`src/rtl/pc_pkg.sv`:
```
// Shared types and constants for the fetch program-counter generator.
package pc_pkg;

  typedef enum logic [2:0] {
    SRC_SEQ,
    SRC_EXC,
    SRC_BR,
    SRC_PEND,
    SRC_JMP,
    SRC_RET
  } redirect_src_t;

  localparam int INSTR_BYTES = 4;

  localparam logic [31:0] DEFAULT_RESET_VECTOR = 32'h0000_0000;
  localparam logic [31:0] DEFAULT_EXC_VECTOR   = 32'h0000_0080;

endpackage

```
`src/rtl/pc_ras.sv`:
```
// Circular return-address stack: the oldest entry is overwritten when full,
// and a simultaneous push/pop replaces the top entry in place.
module pc_ras #(
  parameter int WIDTH     = 32,
  parameter int RAS_DEPTH = 4
) (
  input  logic             clk,
  input  logic             rst,
  input  logic             push,
  input  logic             pop,
  input  logic [WIDTH-1:0] push_data,
  output logic [WIDTH-1:0] top_data,
  output logic             empty,
  output logic             full
);

  localparam int PW = $clog2(RAS_DEPTH);
  localparam int CW = $clog2(RAS_DEPTH + 1);

  logic [PW-1:0]    ptr_reg;
  logic [CW-1:0]    count_reg;
  logic [WIDTH-1:0] mem [RAS_DEPTH];
  logic [PW-1:0]    top_idx;
  logic             pop_ok;

  // ptr_reg is the next free slot; the top entry sits just below it.
  assign top_idx  = ptr_reg - PW'(1);
  assign top_data = mem[top_idx];
  assign empty    = (count_reg == '0);
  assign full     = (count_reg == CW'(RAS_DEPTH));
  assign pop_ok   = pop && !empty;

  always_ff @(posedge clk or posedge rst) begin
    if (rst) begin
      ptr_reg   <= '0;
      count_reg <= '0;
    end else if (push && pop_ok) begin
      ptr_reg   <= ptr_reg;
      count_reg <= count_reg;
    end else if (push) begin
      ptr_reg <= ptr_reg + PW'(1);
      if (!full)
        count_reg <= count_reg + CW'(1);
    end else if (pop_ok) begin
      ptr_reg   <= top_idx;
      count_reg <= count_reg - CW'(1);
    end
  end

  always_ff @(posedge clk) begin
    if (push)
      mem[pop_ok ? top_idx : ptr_reg] <= push_data;
  end

endmodule

```
`src/rtl/pc_gen.sv`:
```
// Fetch PC generator: priority next-PC mux, stall-time redirect capture
// and return-address-stack prediction for jr $ra.
module pc_gen
  import pc_pkg::*;
#(
  parameter int               WIDTH        = 32,
  parameter logic [WIDTH-1:0] RESET_VECTOR = WIDTH'(DEFAULT_RESET_VECTOR),
  parameter logic [WIDTH-1:0] EXC_VECTOR   = WIDTH'(DEFAULT_EXC_VECTOR),
  parameter int               RAS_DEPTH    = 4
) (
  input  logic             clk_i,
  input  logic             rst_i,
  input  logic             stall_i,
  input  logic             exc_i,
  input  logic             br_taken_i,
  input  logic [WIDTH-1:0] br_target_i,
  input  logic             jump_i,
  input  logic [WIDTH-1:0] jump_target_i,
  input  logic             call_i,
  input  logic [WIDTH-1:0] call_link_i,
  input  logic             ret_i,
  output logic [WIDTH-1:0] pc_o,
  output logic [WIDTH-1:0] pc_plus4_o,
  output logic             redirect_o,
  output logic             ras_empty_o,
  output logic             ras_full_o
);

  logic [WIDTH-1:0] pc_reg;
  logic             redirect_reg;
  logic             pend_valid_reg;
  logic [WIDTH-1:0] pend_target_reg;

  redirect_src_t    src;
  logic [WIDTH-1:0] pc_next;
  logic [WIDTH-1:0] ras_top;
  logic             ras_empty;
  logic             ras_full;
  logic             ras_push;
  logic             ras_pop;

  assign pc_o        = pc_reg;
  assign pc_plus4_o  = pc_reg + WIDTH'(INSTR_BYTES);
  assign redirect_o  = redirect_reg;
  assign ras_empty_o = ras_empty;
  assign ras_full_o  = ras_full;

  // The stack only moves on an unstalled, exception-free cycle; a ret pops
  // even when a higher-priority source wins the mux.
  assign ras_push = call_i && !stall_i && !exc_i;
  assign ras_pop  = ret_i  && !stall_i && !exc_i;

  always_comb begin
    src     = SRC_SEQ;
    pc_next = pc_plus4_o;
    if (exc_i) begin
      src     = SRC_EXC;
      pc_next = EXC_VECTOR;
    end else if (br_taken_i) begin
      src     = SRC_BR;
      pc_next = br_target_i;
    end else if (pend_valid_reg) begin
      src     = SRC_PEND;
      pc_next = pend_target_reg;
    end else if (jump_i) begin
      src     = SRC_JMP;
      pc_next = jump_target_i;
    end else if (ret_i && !ras_empty) begin
      src     = SRC_RET;
      pc_next = ras_top;
    end
  end

  always_ff @(posedge clk_i or posedge rst_i) begin
    if (rst_i) begin
      pc_reg          <= RESET_VECTOR;
      redirect_reg    <= 1'b0;
      pend_valid_reg  <= 1'b0;
      pend_target_reg <= '0;
    end else if (exc_i) begin
      pc_reg         <= EXC_VECTOR;
      redirect_reg   <= 1'b1;
      pend_valid_reg <= 1'b0;
    end else if (stall_i) begin
      redirect_reg <= 1'b0;
      // A branch from EX is older than anything in ID, so it always wins.
      if (br_taken_i) begin
        pend_valid_reg  <= 1'b1;
        pend_target_reg <= br_target_i;
      end else if (jump_i && !pend_valid_reg) begin
        pend_valid_reg  <= 1'b1;
        pend_target_reg <= jump_target_i;
      end
    end else begin
      pc_reg         <= pc_next;
      redirect_reg   <= (src != SRC_SEQ);
      pend_valid_reg <= 1'b0;
    end
  end

  pc_ras #(
    .WIDTH     (WIDTH),
    .RAS_DEPTH (RAS_DEPTH)
  ) u_ras (
    .clk       (clk_i),
    .rst       (rst_i),
    .push      (ras_push),
    .pop       (ras_pop),
    .push_data (call_link_i),
    .top_data  (ras_top),
    .empty     (ras_empty),
    .full      (ras_full)
  );

endmodule

```
`config.mk`:
```
export PLATFORM = sky130hd
export DESIGN_NAME = pc_gen
export DESIGN_NICKNAME = d
export VERILOG_FILES = /design/src/rtl/pc_pkg.sv /design/src/rtl/pc_ras.sv /design/src/rtl/pc_gen.sv
export SDC_FILE = /design/constraint.sdc
export NUM_CORES = 1
export LEC_CHECK = 0
export BUFFER_PORTS_ARGS = -buffer_cell sky130_fd_sc_hd__buf_2
export CAP_MARGIN = 15
export CORE_AREA = 2 2 165 167
export CTS_BUF_LIST = sky130_fd_sc_hd__clkbuf_4
export DETAILED_ROUTE_END_ITERATION = 10
export DIE_AREA = 0 0 167 169
export REMOVE_ABC_BUFFERS = 1
export SYNTH_ARGS = -nofsm -noshare
export SYNTH_HDL_FRONTEND = slang
export SYNTH_SLANG_ARGS = --single-unit
```
`constraint.sdc`:
```
create_clock -name clk_i -period 12.8 [get_ports clk_i]
set_input_delay 2.56 -clock clk_i [delete_from_list [all_inputs] [get_ports clk_i]]
set_output_delay 2.56 -clock clk_i [all_outputs]
set_load 0.02 [all_outputs]
```
==> metrics.cfg, run 1 <==
[run_status]
status=completed

[sta]
rsz0062_at_grt=false
hold_viol=0
relSlewSlack_pct=27.7
fin_tns_setup_ns=0
fmax_mhz=187
tightest_slew_ns=1.08
setup_viol=0
period_minus_slack_ns=5.36
slew_viol_final=0
fin_skew_ns=0.0254
finalCritPeriodShare_pct=41.8

[critical_path]
critPathArrivalTime_ns=2.80
worst-path-max-fanout=7
r2r.worst_path.cells=6
critPathCaptureType=output port
path_buf_inv=1
r2r_start=u_ras.count_reg[0]
crit_family=simple AND/OR/NAND/NOR gates
startpoint_type=register
slowest_delay_ns=0.48
timing.rr.end=u_ras.mem[3][23]
crit_path_top_delay_cell=dfrtp_1
required_ns=10.24
rrSetupSlack_ns=10.27
crit_type=reg2out
crit_start=pc_o[2]
cp_cell_sequence=ha_1, and3_1, nand4_2, nor3_1, xor2_1, buf_2

[global_route]
grt_start_max_net_pins=72
antenna_found_initial=1
grt_first_pass_wirelength_mm=44.3
grt_pass1_vias=7213
gr-total-overflow=0
track_usage_pct=20.9

[drt]
post_drt_wl_per_cell_um=22.6
viasPerCell=5.66
highest_layer=met4
vias=7399
dr_wl_met2_mm=13.6
dr_wl_met3_mm=2.06
wl_met1_mm=13.1
drt_iter0_drc=720
ant_nets=0
first_pass_iters=5
routed_wl_mm=29.5
route.detailed.drc=0

[yosys]
async_flop_share_pct=35.7
synth_edf_count=128
synth_cells=801
seq_area_frac_synth_pct=56.9
synth_ff_type=edfxtp_1
ys_warn_count=0
synth_area_mm2=0.00987
ys_types=75
avgSynthCellArea_um2=12.3
ys_seq_elements=199

[final_layout]
fillCellCount=2526
largest_reg_flops=128
syn_to_final_growth_pct=14.8
layout.nets=1059
drive_gt1_share_pct=28.8
final_cell_mix=169 x buf_2, 128 x edfxtp_1, 82 x nand2_1
layout_commonest_cell=buf_2

[power]
power.share.switching_pct=35.7
power_frac_comb_pct=29.3
internal_power_mw=1.03
p_sw_uw=572
ir_drop_mv=0.0690
power_mw=1.60
power_frac_seq_pct=50.0
power_density_mw_per_mm2=141
clockPowerShare_pct=20.8
p_leak_nw=4.41

[clock_tree]
clk_pin_slew_ns=0.16
numCtsBuffers=17
cts_tree=built
hold_buffers=0
ctsLongestPathBuffers=2
insertion_delay_ns=0.61
root_buffer=clkbuf_4
cts_resized=0
post_cts_buffers=0
cts_htree_levels=4
cts.sink_count=199

[placement]
dp_hpwl_mm=20.4
gp_congestion=0.850
port_buffers=170

[worst_hold_path]
whs_path_depth=2
hp-class=reg2reg
min_from=pend_target_reg[3]
hold_path_end=pend_target_reg[3]

[die]
core_area_mm2=0.0265
start_util_pct=37.2
io_pins=171
num_rows=60
die_area_mm2=0.0282
die_y_um=169
die_w_um=167

[job]
maxCapViolCount=0

## worst max-delay path by stage
stage	to	cells past startpoint	slack (ns)
2_1_floorplan	u_ras.mem[0][0]	3	6.11
3_3_place_gp	u_ras.mem[0][8]	6	7.87
3_5_place_dp	u_ras.mem[0][4]	6	7.82
4_1_cts	pc_plus4_o[16]	6	7.45
5_1_grt	pc_plus4_o[16]	6	7.26
6_report	pc_plus4_o[16]	6	7.44
## final cells by class
| type | instances | area [um^2] | share of cell area, % |
|---|---|---|---|
| multi-input cells | 529 | 3950 | 34.8 |
| clock inverters | 14 | 155 | 1.37 |
| clock buffers | 17 | 128 | 1.13 |
| diodes | 1 | 2.50 | 0.0221 |
| flip-flops and latches | 199 | 5620 | 49.6 |
| repair buffers | 186 | 973 | 8.59 |
| inverters | 20 | 76.3 | 0.674 |
| well taps | 341 | 427 | 3.77 |
## per-stage QoR
step                hold slack (ns)  util [%]  cells  cell area [um^2]  setup WS, ns
finish                        0.503      42.8   1307             11300          7.44
floorplan                     0.445         -    748              9600          6.11
detailed placement            0.471      41.7   1275             11000          7.82
CTS                           0.507      42.8   1306             11300          7.45
global route                  0.544      42.8   1307             11300          7.26
global placement              0.459      41.7   1275             11000          7.87
## cells in the mapped netlist (all sizes together) (9+ instances only)
master  number  area share (%)
edfxtp     128              39
buf         30             1.8
clkbuf      23            0.89
nand4       11             1.1
a221oi      12             1.1
nor2        38             1.5
mux2i       28             2.8
inv         19            0.72
a22oi       11            0.84
mux4        32             7.4
o21ai       62             3.1
nor4         9            0.85
nand2       82             3.1
xor2         9            0.80
o221ai       9            0.80
a21oi       38             1.9
o22ai       10            0.63
dfrtp       71              18
nand3       23             1.2
xnor2       17             1.5
nor3        18            0.96
a211oi       9            0.68
## power groups by stage
stage                     sequential (mW)  combinational, mW  clock, mW
after CTS                           0.800              0.477      0.342
after global placement              0.812              0.473          0
final                               0.800              0.468      0.333
after floorplan                     0.852              0.255          0
after detailed placement            0.813              0.476          0
after global routing                0.808              0.512      0.364
## cells by family after synthesis
kind of cell | share of synthesized area (%)
AND/OR/NAND/NOR | 11.8
AO/OA/AOI/OAI | 14.8
flip-flops | 56.9
buffers and inverters | 3.46
multiplexers | 10.4
XOR/XNOR | 2.31
adder cells (fa/ha/maj) | 0.330
## worst register-to-register path: cells and delay by family, from the launching register on
family	cells	cell delay, ns
simple gates	2	0.41
flops	1	0.52
buf+inv	2	0.87
compound gates	2	0.37
## metal layers
| layer | track usage [%] | up-vias |
|---|---|---|
| li1 | - | 3401 |
| met1 | 29.0 | 3679 |
| met2 | 32.7 | 282 |
| met3 | 4.63 | 37 |
| met4 | 7.05 | 0 |
| met5 | 0 | - |
Note: power is estimated with default switching activity, not from simulation.
==> inputs of run 2 (changes only) <==
==> constraint.sdc (replaced) <==
create_clock -name clk_i -period 5.1 [get_ports clk_i]
set_input_delay 1.02 -clock clk_i [delete_from_list [all_inputs] [get_ports clk_i]]
set_output_delay 1.02 -clock clk_i [all_outputs]
set_load 0.02 [all_outputs]
==> run 2 against run 1 <==
Wire length is 2.5% higher. Final area grew 0.66%. Global-route usage up 0.64 points. Critical path depth is the same. Register-to-register slack worse by 8.0 ns. Combinational power grew 140%. Sequential power grew to 2.6 times the previous value. First-iteration DRC count up 1.7%. Die area is the same. Clock power grew to 2.9 times the previous value. Critical endpoint unchanged.
==> metrics.cfg, run 2 (synthesized netlist as in run 1, its figures left out) <==
[placement]
dp_hpwl_mm=21.6
port_buffers=170
post-place-ws_ns=1.81
gp_congestion=0.874

[sta]
tightest_slew_ns=0.976
period_minus_slack_ns=3.84
fin_skew_ns=0.0213
worst_hold_slack_ns=0.445
setup_slack_ns=1.26
hold_viol=0
rsz0062_at_grt=false
finalCritPeriodShare_pct=75.4
relSlewSlack_pct=34.9
slew_viol_final=0
fmax_mhz=260
setup_viol=0

[drt]
ant_nets=0
vias=7516
post_drt_wl_per_cell_um=23.1
drt_iter0_drc=732
first_pass_iters=5
route.detailed.drc=0
viasPerCell=5.74
routed_wl_mm=30.2

[critical_path]
rrSetupSlack_ns=2.29
r2r.worst_path.cells=6
critPathArrivalTime_ns=2.82
worst-path-max-fanout=7
required_ns=4.08
r2r_start=u_ras.count_reg[0]
crit_start=pc_o[2]
critPathCaptureType=output port
startpoint_type=register
crit_path_end=pc_plus4_o[16]
crit_type=reg2out
timing.rr.end=u_ras.mem[3][14]

[global_route]
gr-total-overflow=0
grt_start_max_net_pins=48
antenna_found_initial=1
grt_pass1_vias=7362
grt_first_pass_wirelength_mm=45.6
track_usage_pct=21.5

[die]
io_pins=171
die_area_mm2=0.0282
die_y_um=169
core_area_mm2=0.0265
num_rows=60
die_w_um=167
start_util_pct=37.2

[clock_tree]
hold_buffers=0
cts_htree_levels=4
numCtsBuffers=17
clk_pin_slew_ns=0.19
ctsLongestPathBuffers=2
cts_tree=built
post_cts_buffers=0
insertion_delay_ns=0.63
cts.sink_count=199
cts_resized=0
root_buffer=clkbuf_4

[worst_hold_path]
hp-class=in2async

[power]
p_leak_nw=4.46
power_density_mw_per_mm2=364
internal_power_mw=2.66
power.share.switching_pct=36.0
p_sw_mw=1.49
ir_drop_mv=0.158
clockPowerShare_pct=23.0
power_frac_comb_pct=26.8
power_frac_seq_pct=50.1

[final_layout]
drive_gt1_share_pct=29.0
largest_reg_flops=128
layout_commonest_cell=buf_2
layout.nets=1061
syn_to_final_growth_pct=15.6
final_cell_mix=169 x buf_2, 128 x edfxtp_1, 82 x nand2_1
fillCellCount=2551

[run_status]
status=completed

[job]
maxCapViolCount=0

run 2: metal layers:
| layer | GRT usage (%) | vias up | part of all wire [%] |
|---|---|---|---|
| met5 | 0 | - | 0 |
| met4 | 5.17 | 0 | 1.7 |
| met3 | 4.04 | 30 | 5.9 |
| met2 | 34.7 | 297 | 47 |
| met1 | 30.4 | 3774 | 45 |
| li1 | - | 3415 | - |
run 2: layout make-up:
type / instances / area, um^2 / share of cell area, %
clock buffer: 17 / 128 / 1.12
inverter: 20 / 76.3 / 0.669
clock inverter: 15 / 215 / 1.89
sequential: 199 / 5620 / 49.3
antenna: 1 / 2.50 / 0.0219
tap: 341 / 427 / 3.74
multi-input combinational: 529 / 3950 / 34.6
timing repair buffer: 188 / 988 / 8.67
run 2: critical path, stage by stage (launching register included):
cell	delay (ns)
dfrtp_1	0.48
ha_1	0.32
and3_1	0.31
nand4_2	0.22
nor3_1	0.32
xor2_1	0.32
buf_2	0.24
run 2: power groups by stage:
stage	logic, mW	clock network, mW	registers [mW]
final	1.11	0.956	2.08
after global routing	1.21	1.04	2.11
after global placement	1.12	0	2.11
after CTS	1.13	0.973	2.08
after detailed placement	1.12	0	2.12
after floorplan	0.641	0	2.14
run 2: worst min-delay path by stage:
stage          cells past startpoint               start             endpoint
2_1_floorplan                      2  pend_target_reg[4]   pend_target_reg[4]
3_3_place_gp                       2  pend_target_reg[4]   pend_target_reg[4]
3_5_place_dp                       2  pend_target_reg[4]   pend_target_reg[4]
4_1_cts                            2               rst_i  pend_target_reg[31]
5_1_grt                            2               rst_i  pend_target_reg[31]
6_report                           2               rst_i  pend_target_reg[31]
run 2: through the flow:
step	TNS, ns	area [um^2]	instances	utilization (%)	total power, mW
finish	0	11400	1310	43.0	4.15
global route	0	11400	1310	43.0	4.36
CTS	0	11400	1309	43.0	4.18
detailed placement	0	11100	1277	41.7	3.24
floorplan	-13.46	9600	748	-	2.78
global placement	0	11100	1277	41.7	3.23
==> inputs of run 3 (changes only) <==
--- a/config.mk
+++ b/config.mk
@@ -5,12 +5,13 @@
 export SDC_FILE = /design/constraint.sdc
 export NUM_CORES = 1
 export LEC_CHECK = 0
+export ABC_AREA = 1
 export BUFFER_PORTS_ARGS = -buffer_cell sky130_fd_sc_hd__buf_2
 export CAP_MARGIN = 15
-export CORE_AREA = 2 2 165 167
+export CORE_AREA = 2 2 167 169
 export CTS_BUF_LIST = sky130_fd_sc_hd__clkbuf_4
 export DETAILED_ROUTE_END_ITERATION = 10
-export DIE_AREA = 0 0 167 169
+export DIE_AREA = 0 0 169 171
 export REMOVE_ABC_BUFFERS = 1
 export SYNTH_ARGS = -nofsm -noshare
 export SYNTH_HDL_FRONTEND = slang
==> constraint.sdc (replaced) <==
create_clock -name clk_i -period 3.2 [get_ports clk_i]
set_input_delay 0.64 -clock clk_i [delete_from_list [all_inputs] [get_ports clk_i]]
set_output_delay 0.64 -clock clk_i [all_outputs]
set_load 0.02 [all_outputs]
==> run 3 against run 2 <==
Flip-flop and latch count unchanged. Count of clock-buffer cells in the layout stayed put. Sequential power rose by 51%. Clock skew is 0.014 ns higher. Die area rose by 2.4%. Worst hold slack worse by 0.37 ns. Cell count up 31%. Combinational power rose by 98%. Critical path type unchanged.
==> metrics.cfg, run 3 <==
[die]
num_rows=61
die_area_mm2=0.0289
die_w_um=169
io_pins=171
die_y_um=171
start_util_pct=37.3
core_area_mm2=0.0273

[power]
power_frac_comb_pct=32.0
power_density_mw_per_mm2=586
ir_drop_mv=0.291
p_sw_mw=2.80
power_frac_seq_pct=45.8
power_mw=6.86
power.share.switching_pct=40.8
p_leak_nw=5.27
internal_power_mw=4.06
clockPowerShare_pct=22.1

[yosys]
synthSimpleGateAreaFrac_pct=25.0
ys_warn_count=0
avgSynthCellArea_um2=8.49
synth_top_area_cell=edfxtp_1
synth_top_area_share_pct=37.7
synth-compound-area-share_pct=11.9
synth_area_mm2=0.0102
ys_types=45
synth_edf_count=128
async_flop_share_pct=35.7
synth_commonest_cells=382 x nand2_1, 183 x nor2_1, 128 x edfxtp_1
ys_top_cells_by_area=edfxtp_1 38%, dfrtp_1 17%, nand2_1 14%, nor2_1 6.7%, o21ai_0 3.4%
synth_cells=1200
muxShareOfSynthArea_pct=0.221
synth_top_family_by_area=simple AND/OR/NAND/NOR gates
yosysMostFrequentCell=nand2_1
synth_ff_type=edfxtp_1
ys_seq_elements=199
seq_area_frac_synth_pct=55.2
synth_adder_area_share_pct=0.319
synth_xor_area_share_pct=1.12

[drt]
route.detailed.drc=0
vias=8720
dr_wl_met3_mm=1.79
first_pass_iters=5
post_drt_wl_per_cell_um=17.5
routed_wl_mm=30.0
ant_nets=0
viasPerCell=5.10
wl_met1_mm=12.9
highest_layer=met5
drt_iter0_drc=770
dr_wl_met2_mm=14.3

[clock_tree]
cts_htree_levels=4
ctsLongestPathBuffers=2
root_buffer=clkbuf_4
insertion_delay_ns=0.60
cts.sink_count=199
cts_tree=built
clk_pin_slew_ns=0.21
hold_buffers=0
post_cts_buffers=0
numCtsBuffers=17

[global_route]
grt_first_pass_wirelength_mm=45.7
grt_pass1_vias=8206
grt_start_max_net_pins=70
antenna_found_initial=5
track_usage_pct=20.7
gr-total-overflow=0

[sta]
tightest_slew_ns=0.812
setup_slack_ns=0.250
period_minus_slack_ns=2.95
rsz0062_at_grt=false
finalCritPeriodShare_pct=92.2
fin_skew_ns=0.0357
slew_viol_final=0
hold_viol=0
fmax_mhz=339
setup_viol=0
relSlewSlack_pct=45.8

[final_layout]
final_cells=1710
finalInstanceArea_mm2=0.0117
layout_commonest_cell=nand2_1
syn_to_final_growth_pct=14.9
layout.nets=1454
drive_gt1_share_pct=19.6
largest_reg_flops=128
final_cell_mix=382 x nand2_1, 179 x nor2_1, 170 x buf_2

[critical_path]
startpoint_type=register
worst-path-max-fanout=5
critPathArrivalTime_ns=2.31
critPathMostFrequentCell=nand2_1
crit_path_top_delay_cell=dfrtp_1
slowest_delay_ns=0.45
cp_cell_sequence=ha_1, nand2_2, nor2_4, nand2_4, nor2_4, nand2_1, nand2_1, nand2_1, inv_1, buf_2
critPathCaptureType=output port
required_ns=2.56
crit_type=reg2out
r2r.worst_path.cells=7

[placement]
dp_cells=1675
placed_cell_area_mm2=0.0114
port_buffers=170
post-place-ws_ns=0.737
dp_hpwl_mm=20.6
gp_congestion=0.861

[run_status]
status=completed

[job]
maxCapViolCount=0

[worst_hold_path]
hp-class=in2async

[run 3: cell types whose count changed after synthesis, sizes merged, moves of 12 or more]
| cell | delta |
|---|---|
| inv | +62 |
| o21ai | +35 |
| o41ai | +21 |
| nor3 | -17 |
| nand2 | +309 |
| nor2 | +158 |
| o22ai | +12 |
| a21oi | +24 |
| mux4 | -32 |
| mux2i | -28 |
| a221oi | -12 |
[run 3: repair_timing]
item / in CTS / in global routing
endpoints found under the hold margin: 0 / 0
setup endpoints to repair: 0 / 3
resized for setup: 0 / 2
[run 3: layer usage]
metal  vias to the layer above  track usage (%)
li1                       4256                -
met1                      4118             26.8
met2                       282             34.3
met3                        58             4.02
met4                         6             8.44
met5                         -                0
[run 3: path summary, 6_finish.rpt]
kind | from | endpoint | slack (ns)
max | pc_o[3] | pc_plus4_o[26] | 0.25
min | rst_i | pend_target_reg[5] | 0.08
max reg2reg | u_ras.ptr_reg[0] | u_ras.mem[3][31] | 0.80
min reg2reg | pend_target_reg[14] | pend_target_reg[14] | 0.53
max in group asynchronous | rst_i | pc_o[19] | 2.39
min in group clk_i | call_link_i[17] | u_ras.mem[2][17] | 0.24
[run 3: kinds of logic after synthesis]
| kind of cell | count (synthesis) |
|---|---|
| AOI/OAI and AO/OA | 213 |
| muxes | 2 |
| buffers and inverters | 144 |
| DFF | 199 |
| and+or+nand+nor | 627 |
| adders and majority gates | 2 |
| xor gates and xnor gates | 13 |
[run 3: metrics by stage]
| step | setup TNS (ns) | hold WS (ns) | util [%] |
|---|---|---|---|
| floorplan | -143.17 | 0.472 | - |
| global placement | 0 | 0.489 | 41.6 |
| detailed placement | 0 | 0.492 | 41.6 |
| CTS | 0 | 0.0559 | 42.8 |
| global route | 0 | 0.0913 | 42.8 |
| finish | 0 | 0.0752 | 42.8 |
[run 3: layout make-up]
class / instances / area (um^2)
fillers: 2793 / 15600
flip-flops and latches: 199 / 5620
multi-input cells: 857 / 3950
repair buffers: 192 / 1050
well taps: 346 / 433
inverters: 81 / 304
clock inverters: 15 / 210
clock buffers: 17 / 128
diodes: 3 / 7.51
[run 3: critical path: cells and delay by family (launching register included)]
| family | cells | cell delay (ns) |
|---|---|---|
| simple gates | 7 | 0.79 |
| buf+inv | 2 | 0.21 |
| fa+ha+maj | 1 | 0.25 |
| flops | 1 | 0.45 |
[run 3: power by group through the flow]
stage	registers [mW]	logic [mW]	clock network [mW]
after detailed placement	3.20	2.19	0
final	3.14	2.20	1.52
after floorplan	3.26	1.23	0
after CTS	3.14	2.20	1.56
after global routing	3.18	2.45	1.65
after global placement	3.19	2.17	0
